[src/rtl/opp8_port_sched_if.sv]
`default_nettype none
// ============================================================================
// Module   : opp8_port_sched_if
// Purpose  : Request/release and port-enable bundle of the OPP8 port scheduler.
// Revision : 1.0 - initial release
// ============================================================================
interface opp8_port_sched_if;
    logic [7:0] req;
    logic [7:0] done;
    logic       bcast_req;
    logic       bcast_done;
    logic [7:0] port_en;
    logic       grant_valid;
    logic [2:0] grant_id;
    logic       timeout;

    // master: control-unit side; slave: the scheduler
    modport master (
        output req, done, bcast_req, bcast_done,
        input  port_en, grant_valid, grant_id, timeout
    );
    modport slave (
        input  req, done, bcast_req, bcast_done,
        output port_en, grant_valid, grant_id, timeout
    );
endinterface
`default_nettype wire

[src/rtl/opp8_port_sched.sv]
`default_nettype none
// ============================================================================
// Module   : opp8_port_sched
// Purpose  : Round-robin / broadcast scheduler for the 8-port OPP8 enable bank
//            with break-before-make gap and per-grant hold timeout.
// Revision : 1.0 - initial release
// ============================================================================
module opp8_port_sched #(
    parameter int MAX_HOLD      = 16,
    parameter bit BCAST_TIMEOUT = 1'b1
) (
    input  logic                   clk,
    input  logic                   rst,
    opp8_port_sched_if.slave       bus
);

    typedef enum logic [1:0] {
        ST_IDLE  = 2'd0,
        ST_GRANT = 2'd1,
        ST_BCAST = 2'd2,
        ST_GAP   = 2'd3
    } state_t;

    localparam logic [15:0] c_hold_last = (MAX_HOLD == 0) ? 16'd0 : 16'(MAX_HOLD - 1);

    state_t      r_state;
    logic [2:0]  r_ptr;
    logic [15:0] r_cnt;
    logic [7:0]  r_port_en;
    logic        r_grant_valid;
    logic [2:0]  r_grant_id;
    logic        r_timeout;

    state_t      w_state_nxt;
    logic [2:0]  w_ptr_nxt;
    logic [15:0] w_cnt_nxt;
    logic [7:0]  w_port_en_nxt;
    logic        w_valid_nxt;
    logic [2:0]  w_id_nxt;
    logic        w_timeout_nxt;

    logic [2:0]  w_winner;
    logic        w_found;
    logic        w_hold_hit;
    logic        w_user_rel;
    logic        w_tmo_rel;

    // First requesting port at or after the rotating pointer
    always_comb begin
        w_winner = 3'd0;
        w_found  = 1'b0;
        for (int i = 0; i < 8; i++) begin
            if (!w_found && bus.req[r_ptr + 3'(i)]) begin
                w_winner = r_ptr + 3'(i);
                w_found  = 1'b1;
            end
        end
    end

    assign w_hold_hit = (MAX_HOLD != 0) && (r_cnt == c_hold_last);

    always_comb begin
        w_state_nxt   = r_state;
        w_ptr_nxt     = r_ptr;
        w_cnt_nxt     = r_cnt;
        w_port_en_nxt = r_port_en;
        w_valid_nxt   = r_grant_valid;
        w_id_nxt      = r_grant_id;
        w_timeout_nxt = 1'b0;
        w_user_rel    = 1'b0;
        w_tmo_rel     = 1'b0;

        case (r_state)
            ST_IDLE, ST_GAP: begin
                w_cnt_nxt = 16'd0;
                if (bus.bcast_req) begin
                    w_state_nxt   = ST_BCAST;
                    w_port_en_nxt = 8'hFF;
                    w_valid_nxt   = 1'b1;
                    w_id_nxt      = 3'd0;
                end else if (w_found) begin
                    w_state_nxt   = ST_GRANT;
                    w_port_en_nxt = 8'h01 << w_winner;
                    w_valid_nxt   = 1'b1;
                    w_id_nxt      = w_winner;
                end else begin
                    w_state_nxt   = ST_IDLE;
                    w_port_en_nxt = 8'h00;
                    w_valid_nxt   = 1'b0;
                    w_id_nxt      = 3'd0;
                end
            end
            ST_GRANT, ST_BCAST: begin
                if (r_state == ST_GRANT) begin
                    w_user_rel = bus.done[r_grant_id] | ~bus.req[r_grant_id];
                    w_tmo_rel  = w_hold_hit;
                end else begin
                    w_user_rel = bus.bcast_done | ~bus.bcast_req;
                    w_tmo_rel  = BCAST_TIMEOUT & w_hold_hit;
                end
                if (w_user_rel || w_tmo_rel) begin
                    // Broadcast exit leaves the rotation pointer untouched
                    if (r_state == ST_GRANT) begin
                        w_ptr_nxt = r_grant_id + 3'd1;
                    end
                    w_state_nxt   = ST_GAP;
                    w_cnt_nxt     = 16'd0;
                    w_port_en_nxt = 8'h00;
                    w_valid_nxt   = 1'b0;
                    w_id_nxt      = 3'd0;
                    w_timeout_nxt = ~w_user_rel;
                end else begin
                    w_cnt_nxt = (r_cnt == 16'hFFFF) ? r_cnt : r_cnt + 16'd1;
                end
            end
            default: begin
                w_state_nxt   = ST_IDLE;
                w_cnt_nxt     = 16'd0;
                w_port_en_nxt = 8'h00;
                w_valid_nxt   = 1'b0;
                w_id_nxt      = 3'd0;
            end
        endcase
    end

    always_ff @(posedge clk or negedge rst) begin
        if (!rst) begin
            r_state       <= ST_IDLE;
            r_ptr         <= 3'd0;
            r_cnt         <= 16'd0;
            r_port_en     <= 8'h00;
            r_grant_valid <= 1'b0;
            r_grant_id    <= 3'd0;
            r_timeout     <= 1'b0;
        end else begin
            r_state       <= w_state_nxt;
            r_ptr         <= w_ptr_nxt;
            r_cnt         <= w_cnt_nxt;
            r_port_en     <= w_port_en_nxt;
            r_grant_valid <= w_valid_nxt;
            r_grant_id    <= w_id_nxt;
            r_timeout     <= w_timeout_nxt;
        end
    end

    assign bus.port_en     = r_port_en;
    assign bus.grant_valid = r_grant_valid;
    assign bus.grant_id    = r_grant_id;
    assign bus.timeout     = r_timeout;

endmodule
`default_nettype wire

[src/flat_wrapper.sv]
// flat-port wrapper written by rule: the top's interface ports become plain ports
module opp8_port_sched_flat 
#(
    parameter int MAX_HOLD      = 16,
    parameter bit BCAST_TIMEOUT = 1'b1
)
  (clk, rst, bus_req, bus_done, bus_bcast_req, bus_bcast_done, bus_port_en, bus_grant_valid, bus_grant_id, bus_timeout);
  opp8_port_sched_if bus_i ();
  input  logic clk;
  input  logic rst;
  input wire logic [$bits(bus_i.req)-1:0] bus_req;
  input wire logic [$bits(bus_i.done)-1:0] bus_done;
  input wire logic [$bits(bus_i.bcast_req)-1:0] bus_bcast_req;
  input wire logic [$bits(bus_i.bcast_done)-1:0] bus_bcast_done;
  output wire logic [$bits(bus_i.port_en)-1:0] bus_port_en;
  output wire logic [$bits(bus_i.grant_valid)-1:0] bus_grant_valid;
  output wire logic [$bits(bus_i.grant_id)-1:0] bus_grant_id;
  output wire logic [$bits(bus_i.timeout)-1:0] bus_timeout;
  assign bus_i.req = bus_req;
  assign bus_i.done = bus_done;
  assign bus_i.bcast_req = bus_bcast_req;
  assign bus_i.bcast_done = bus_bcast_done;
  assign bus_port_en = bus_i.port_en;
  assign bus_grant_valid = bus_i.grant_valid;
  assign bus_grant_id = bus_i.grant_id;
  assign bus_timeout = bus_i.timeout;
  opp8_port_sched #(.MAX_HOLD(MAX_HOLD), .BCAST_TIMEOUT(BCAST_TIMEOUT)) u_core (.clk(clk), .rst(rst), .bus(bus_i));
endmodule
[config.mk]
export PLATFORM = sky130hd
export DESIGN_NAME = opp8_port_sched_flat
export DESIGN_NICKNAME = d
export VERILOG_FILES = /design/src/rtl/opp8_port_sched_if.sv /design/src/rtl/opp8_port_sched.sv /design/src/flat_wrapper.sv
export SDC_FILE = /design/constraint.sdc
export NUM_CORES = 1
export LEC_CHECK = 0
export BUFFER_PORTS_ARGS = -buffer_cell sky130_fd_sc_hd__buf_2
export CAP_MARGIN = 10
export CORE_MARGIN = 2
export CORE_UTILIZATION = 55
export CTS_BUF_LIST = sky130_fd_sc_hd__clkbuf_4
export DETAILED_ROUTE_END_ITERATION = 8
export GPL_TIMING_DRIVEN = 0
export PLACE_DENSITY_LB_ADDON = 0.25
export RECOVER_POWER = 25
export SKIP_CTS_REPAIR_TIMING = 1
export SLEW_MARGIN = 20
export SYNTH_ARGS = -nofsm -noshare
export SYNTH_HDL_FRONTEND = slang
export SYNTH_SLANG_ARGS = --single-unit
[constraint.sdc]
create_clock -name clk -period 3.6 [get_ports clk]
set_clock_uncertainty 0.05 [all_clocks]
set_input_delay 0.36 -clock clk [delete_from_list [all_inputs] [get_ports clk]]
set_output_delay 0.36 -clock clk [all_outputs]
set_load 0.005 [all_outputs]
# ---- Word-level counts from Yosys, hierarchy flattened
# Cells that the tools add are included.
dict set report word_totals {
  input_bits 20
  ff_bits 34
  output_inout_bits 13
  word_cells 117
}
dict set report op_classes {
  shift 1
  muxes 60
  n_lt_le_gt_ge 9
  addsub 9
  n_reduce_logical 19
  n_bitwise 5
  n_eq_ne 7
}
# operator count
set ops {}
lappend ops {{3-bit by 4-bit < comparator with 1-bit output (second input constant)} 9}
lappend ops {{3-bit two-way mux} 11}
lappend ops {{16-bit two-way mux} 2}
lappend ops {{16-bit case mux with 2 select lines} 1}
lappend ops {{1-bit binary-select mux with 3-bit select} 10}
lappend ops {{1-bit two-way mux} 27}
lappend ops {{8-bit two-way mux} 3}
lappend ops {{16-bit by 1-bit adder with 16-bit output (second input constant)} 1}
lappend ops {{16-bit equality test (second input constant)} 1}
lappend ops {{16-bit by 4-bit equality test with 1-bit output (second input constant)} 1}
lappend ops {{8-bit case mux with 2 select lines} 1}
lappend ops {{3-bit adder (second input constant)} 4}
lappend ops {{1-bit by 3-bit << shifter with 8-bit output (first input constant)} 1}
lappend ops {{1-bit logical AND} 7}
lappend ops {{1-bit logical NOT} 7}
lappend ops {{3-bit by 1-bit adder with 3-bit output (second input constant)} 2}
lappend ops {{3-bit by 2-bit adder with 3-bit output (second input constant)} 2}
lappend ops {{3-bit case mux with 2 select lines} 1}
lappend ops {{2-bit equality test (second input constant)} 2}
lappend ops {{2-bit two-way mux} 2}
lappend ops {{2-bit case mux with 2 select lines} 1}
lappend ops {{2-bit OR reduction} 2}
lappend ops {{3-bit by 2-bit inequality test with 1-bit output (second input constant)} 1}
lappend ops {{1-bit inverter} 3}
lappend ops {{7 further kinds} 8}

# ---- Logic depth before layout (Yosys ltp)
dict set report depth {
  ltp_word 28
  mapped_depth 12
  depth_no_buf 10
}

# ---- Worst setup path after synthesis
# No wires, ideal clock.
dict set report synth_timing {
  path_kind {register -> register}
  start {register u_core.r_ptr[0]}
  end {register u_core.r_port_en[7], in the netlist u_core.bus.port_en[7]}
  setup_slack_ns 0.381
  n_path_buf 2
  path_stages_with_launch 13
  setup_time_ns 0.124
  synth_period_minus_slack_ns 3.219
  required_time_ns 3.426
  arrival_time_ns 3.046
  path_cell_list {dfrtp_1 > buf_6 > inv_2 > ha_1 > buf_6 > mux2_4 > mux4_2 > o32ai_4 > o211a_1 > a211oi_2 > o32ai_4 > nand2b_1 > o21ai_1}
}
dict set report synth_via {
  elab_chain_cells 28
  word_cells_on_any_way 57
  classes_between {add/sub: 7; shift: 1; mux: 35; reduce/logical: 14}
}
# item line_no
set synth_lines {}
lappend synth_lines {{from (decl)} opp8_port_sched.sv:27} ;# logic [2:0] r_ptr;
lappend synth_lines {{from (signal assigned)} opp8_port_sched.sv:137} ;# r_ptr <= w_ptr_nxt;
lappend synth_lines {{branches (longest 25 deep; another with 3-bit by 1-bit adder with 3-bit output)} -}
lappend synth_lines {{8-bit two-way mux *} opp8_port_sched.sv:81} ;# end else if (w_found) begin
lappend synth_lines {{8-bit two-way mux *} opp8_port_sched.sv:76} ;# if (bus.bcast_req) begin
lappend synth_lines {{8-bit case mux with 2 select lines *} opp8_port_sched.sv:73} ;# case (r_state)
lappend synth_lines {{to (signal assigned)} opp8_port_sched.sv:139} ;# r_port_en <= w_port_en_nxt;
lappend synth_lines {{to (decl)} opp8_port_sched.sv:29} ;# logic [7:0] r_port_en;
# Mark *: on every way between the ends. The select of a mux whose other input is x is not followed.
# A chain may end at the register's enable or synchronous reset.

# ---- Worst setup path in the final report
dict set report layout_timing {
  start {register u_core.r_ptr[1]}
  end {register u_core.r_port_en[0], in the netlist u_core.bus.port_en[0]}
}
# Same word-level chain as after synthesis.

==> out/results.md <==
| Parameter | Value | Unit |
|:---|:---|:---|
| Area growth from synthesis to layout | 15.63 | % |
| Async set-or-reset flop fraction in the synthesized netlist | 100.0 | % |
| Number of nets in the finished design | 345 | - |
| Time the final worst path needs with I/O delays and setup | 3488 | ps |
| RSZ-0062 raised after global routing | false | - |
| Synthesis-stage register bit count | 34 | - |
| TritonCTS clock tree | yes | - |
| Overall routing resource usage | 24.53 | % |
| Iteration-0 DRC Markers | 273 | - |
| Share of Yosys cell area claimed by the top area cell type | 33.42 | % |
| Antenna Violating Nets Remaining | 0 | - |
| Avg Vias per Cell | 6.196 | - |
| Most used routing layer | met2 | - |
| Highest net fanout along the worst path | 10 | - |
| Via count of the first global-routing pass | 2105 | - |
| Slowest Stage Delay on Critical Path | 550 | ps |
| Layout Cell Area excl Fill | 2944 | sq um |
| Worst-skew pair later-pin latency | 340 | ps |
| Crit path top cell by count | sky130_fd_sc_hd__buf_6 | - |
| Overflow left after global routing | 0 | - |
| Starting Density | 57.68 | % |
| Final Hold Viols | 0 | - |
| Clock input transition at the sequential cells of the worst setup and hold paths | 110 | ps |
| Detailed Place HPWL | 4219 | microns |
| Crit start category | register | - |
| Number of buffers created by CTS | 5 | - |
| Worst setup path class | reg2reg | - |
| Unique cell type count in the Yosys netlist | 51 | - |
| Post-synthesis net count | 296 | - |
| Setup TNS | 0 | ps |
| Max-slew headroom at the worst pin | -19.27 | % |
| Global-route wire length before repair | 9991 | microns |
| Horizontal extent of the die | 72.04 | microns |
| Die H | 72.04 | microns |
| Number of top-level pins | 33 | - |
| Final Power | 2586 | uW |
| Leading cell types by count after synthesis | sky130_fd_sc_hd__dfrtp_1, sky130_fd_sc_hd__nor2_1, sky130_fd_sc_hd__a21oi_1, sky130_fd_sc_hd__nand2_1, sky130_fd_sc_hd__mux4_2 | - |
| Register-to-register setup slack | 110 | ps |
| Number of pins with negative max-slew slack in the final report | 35 | - |
| Routed WL per cell | 16.21 | microns |
| Drt pass-1 iters | 6 | - |
| Maximum level of the CTS H-tree | 2 | - |
| Critical path origin | u_core.r_ptr[1] | - |
| CP endpoint kind | register | - |
| Data arrival time of the worst path | 3660 | ps |
| Count of flip-flops with a built-in enable after synthesis | 0 | - |
| Clock root buffer | sky130_fd_sc_hd__clkbuf_4 | - |
| Power per cell area | 878.2 | nW/um^2 |
| Post-synthesis instance area | 2546 | sq um |
| Failing checks | max-capacitance violations, max-slew violations | - |
| GR met1 Demand/Resource | 34.31 | % |
| Worst path required time | 3770 | ps |
| Setup slack after placement | -161.4 | ps |
| VDD IR max | 0.5615 | mV |
| Die area | 5190 | sq um |
| DRC | 0 | - |
| Sum of routed wire length over all layers | 6047 | microns |
| Core footprint | 4414 | sq um |
| Proportion of synthesized chip area in sequential cells | 33.42 | % |
| Upper clock frequency limit | 0.2867 | GHz |
| Share of the cycle needed by the critical path after routing | 96.89 | % |
| Met3 routing resource usage after global routing | 3.472 | % |
| Post-synthesis cell type with the largest combined area | sky130_fd_sc_hd__dfrtp_1 | - |
| Number of warning messages in the yosys log | 0 | - |
| Gate Count Post-Synth | 271 | - |
| RePlAce Congestion | 0.9077 | - |
| Worst hold margin | 294.7 | ps |
| Static Leakage | 0.001261 | uW |
| Count of input and output buffers | 32 | - |
| Worst min path class | in2reg | - |
| Row count | 24 | - |
| Mean instance size in the synthesized netlist | 9.396 | sq um |
| Critical hold path startpoint | bus_bcast_req | - |
| Number of violations of the max-capacitance limit | 1 | - |
| ANT cells | 0 | - |
| CTS sink cnt | 34 | - |
| Post-DP Area | 2771 | sq um |
| Slew at the pin closest to its max-slew limit | 1789 | ps |
| Run status | finished with violations | - |
| Met2 capacity usage during global routing | 40.33 | % |
| Cell with the most instances after synthesis | sky130_fd_sc_hd__dfrtp_1 | - |
| Number of antenna violations at the first check in global routing | 0 | - |
| Layout cell share with drive strength beyond 1 | 26.48 | % |
| Largest cells by area after synthesis | sky130_fd_sc_hd__dfrtp_1, sky130_fd_sc_hd__mux4_2, sky130_fd_sc_hd__nor2_1, sky130_fd_sc_hd__a21oi_1, sky130_fd_sc_hd__mux2i_1 | - |
| Number of setup violations in the final report | 0 | - |
| Deepest clock path buffer count | 2 | - |
| Startpoint of the most critical register-to-register path | u_core.r_ptr[1] | - |
| Crit-path cells | buf_6 > clkinvlp_4 > ha_4 > buf_6 > mux2_4 > mux4_2 > o32ai_4 > buf_4 > a31o_1 > a2bb2oi_1 > o22ai_2 > nand2b_2 > o31ai_2 | - |
| CP max stage cell | sky130_fd_sc_hd__mux4_2 | - |
| Minimum setup slack in the final design | 111.9 | ps |
| DR vias | 2311 | - |
| Pin count of the biggest net entering global routing | 35 | - |
| Dominant register cell in the synthesized netlist | sky130_fd_sc_hd__dfrtp_1 | - |
## flip-flops by register name, summed over array words and instances (netlist names)
name / cells
u_core.bus.grant_id: 3
u_core.bus.grant_valid: 1
u_core.bus.port_en: 8
u_core.bus.timeout: 1
u_core.r_cnt: 16
u_core.r_ptr: 3
u_core.r_state: 2
## path summary, 6_finish.rpt
check,cells after the start,to
worst max-delay path,13,u_core.bus.port_en[0]
worst min-delay path,3,u_core.r_state[1]
worst max register to register,13,u_core.bus.port_en[0]
worst min register to register,2,u_core.bus.port_en[4]
max in group asynchronous,1,u_core.r_ptr[0]
min in group asynchronous,1,u_core.r_cnt[10]
## power breakdown
group	total, uW	switching [uW]	leakage [uW]	internal, uW
Clock	204	131	0.0000286	72.6
Sequential	532	55.5	0.000444	477
Combinational	1850	1030	0.000789	821
Total	2590	1220	0.00126	1370
## cells by family (layout without fill, tap and decap cells)
logic type	after synthesis	count (layout)	synth area share (%)
AOI/OAI and AO/OA	61	61	16.51
muxes	27	27	17.59
and+or+nand+nor	102	102	20.00
xor gates and xnor gates	16	16	5.504
DFF	34	34	33.42
adders and majority gates	5	5	2.457
buffers and inverters	26	76	4.521
## metrics by stage
step,instances,utilization (%)
detailed placement,355,62.78
global placement,355,62.78
global route,373,66.70
CTS,363,64.00
floorplan,271,-
finish,373,66.70
## worst max-delay path, delay by kind of cell (launching register included)
family	cells	cell delay (ps)
compound gates	5	950
fa+ha+maj	1	320
buf+inv	4	600
flops	1	380
mux	2	860
simple gates	1	210
## routing by layer
metal | part of all wire, % | vias up
li1 | - | 1085
met1 | 45 | 1124
met2 | 47 | 89
met3 | 5.9 | 13
met4 | 1.7 | 0
met5 | 0 | -
## placed cells by master (no fill, tap or decap), types with 4 or more instances in the layout
| master | synthesis | layout |
|---|---|---|
| sky130_fd_sc_hd__dfrtp_1 | 34 | 33 |
| sky130_fd_sc_hd__buf_2 | 2 | 32 |
| sky130_fd_sc_hd__nor2_1 | 31 | 30 |
| sky130_fd_sc_hd__a21oi_1 | 20 | 20 |
| sky130_fd_sc_hd__nand2_1 | 20 | 19 |
| sky130_fd_sc_hd__mux4_2 | 13 | 13 |
| sky130_fd_sc_hd__nand2b_1 | 12 | 12 |
| sky130_fd_sc_hd__inv_1 | 12 | 11 |
| sky130_fd_sc_hd__o21ai_1 | 10 | 10 |
| sky130_fd_sc_hd__buf_4 | 0 | 10 |
| sky130_fd_sc_hd__o21ai_0 | 9 | 9 |
| sky130_fd_sc_hd__clkbuf_1 | 7 | 8 |
| sky130_fd_sc_hd__nand3_1 | 8 | 8 |
| sky130_fd_sc_hd__xnor2_1 | 8 | 8 |
| sky130_fd_sc_hd__xor2_1 | 8 | 8 |
| sky130_fd_sc_hd__mux2i_1 | 8 | 8 |
| sky130_fd_sc_hd__and3_1 | 6 | 6 |
| sky130_fd_sc_hd__clkbuf_4 | 0 | 5 |
| sky130_fd_sc_hd__mux2_2 | 4 | 4 |
| sky130_fd_sc_hd__or2_1 | 4 | 4 |
| sky130_fd_sc_hd__ha_1 | 5 | 4 |
## cell type report
type,count,area [sq um]
inverters,14,56.30
flip-flops and latches,34,852.1
repair buffers,42,234.0
clock buffers,5,37.54
plain buffers,12,72.57
well taps,52,65.06
clock inverters,3,16.27
fillers,362,1470
multi-input cells,211,1610
Note: power is estimated with default switching activity, not from simulation.
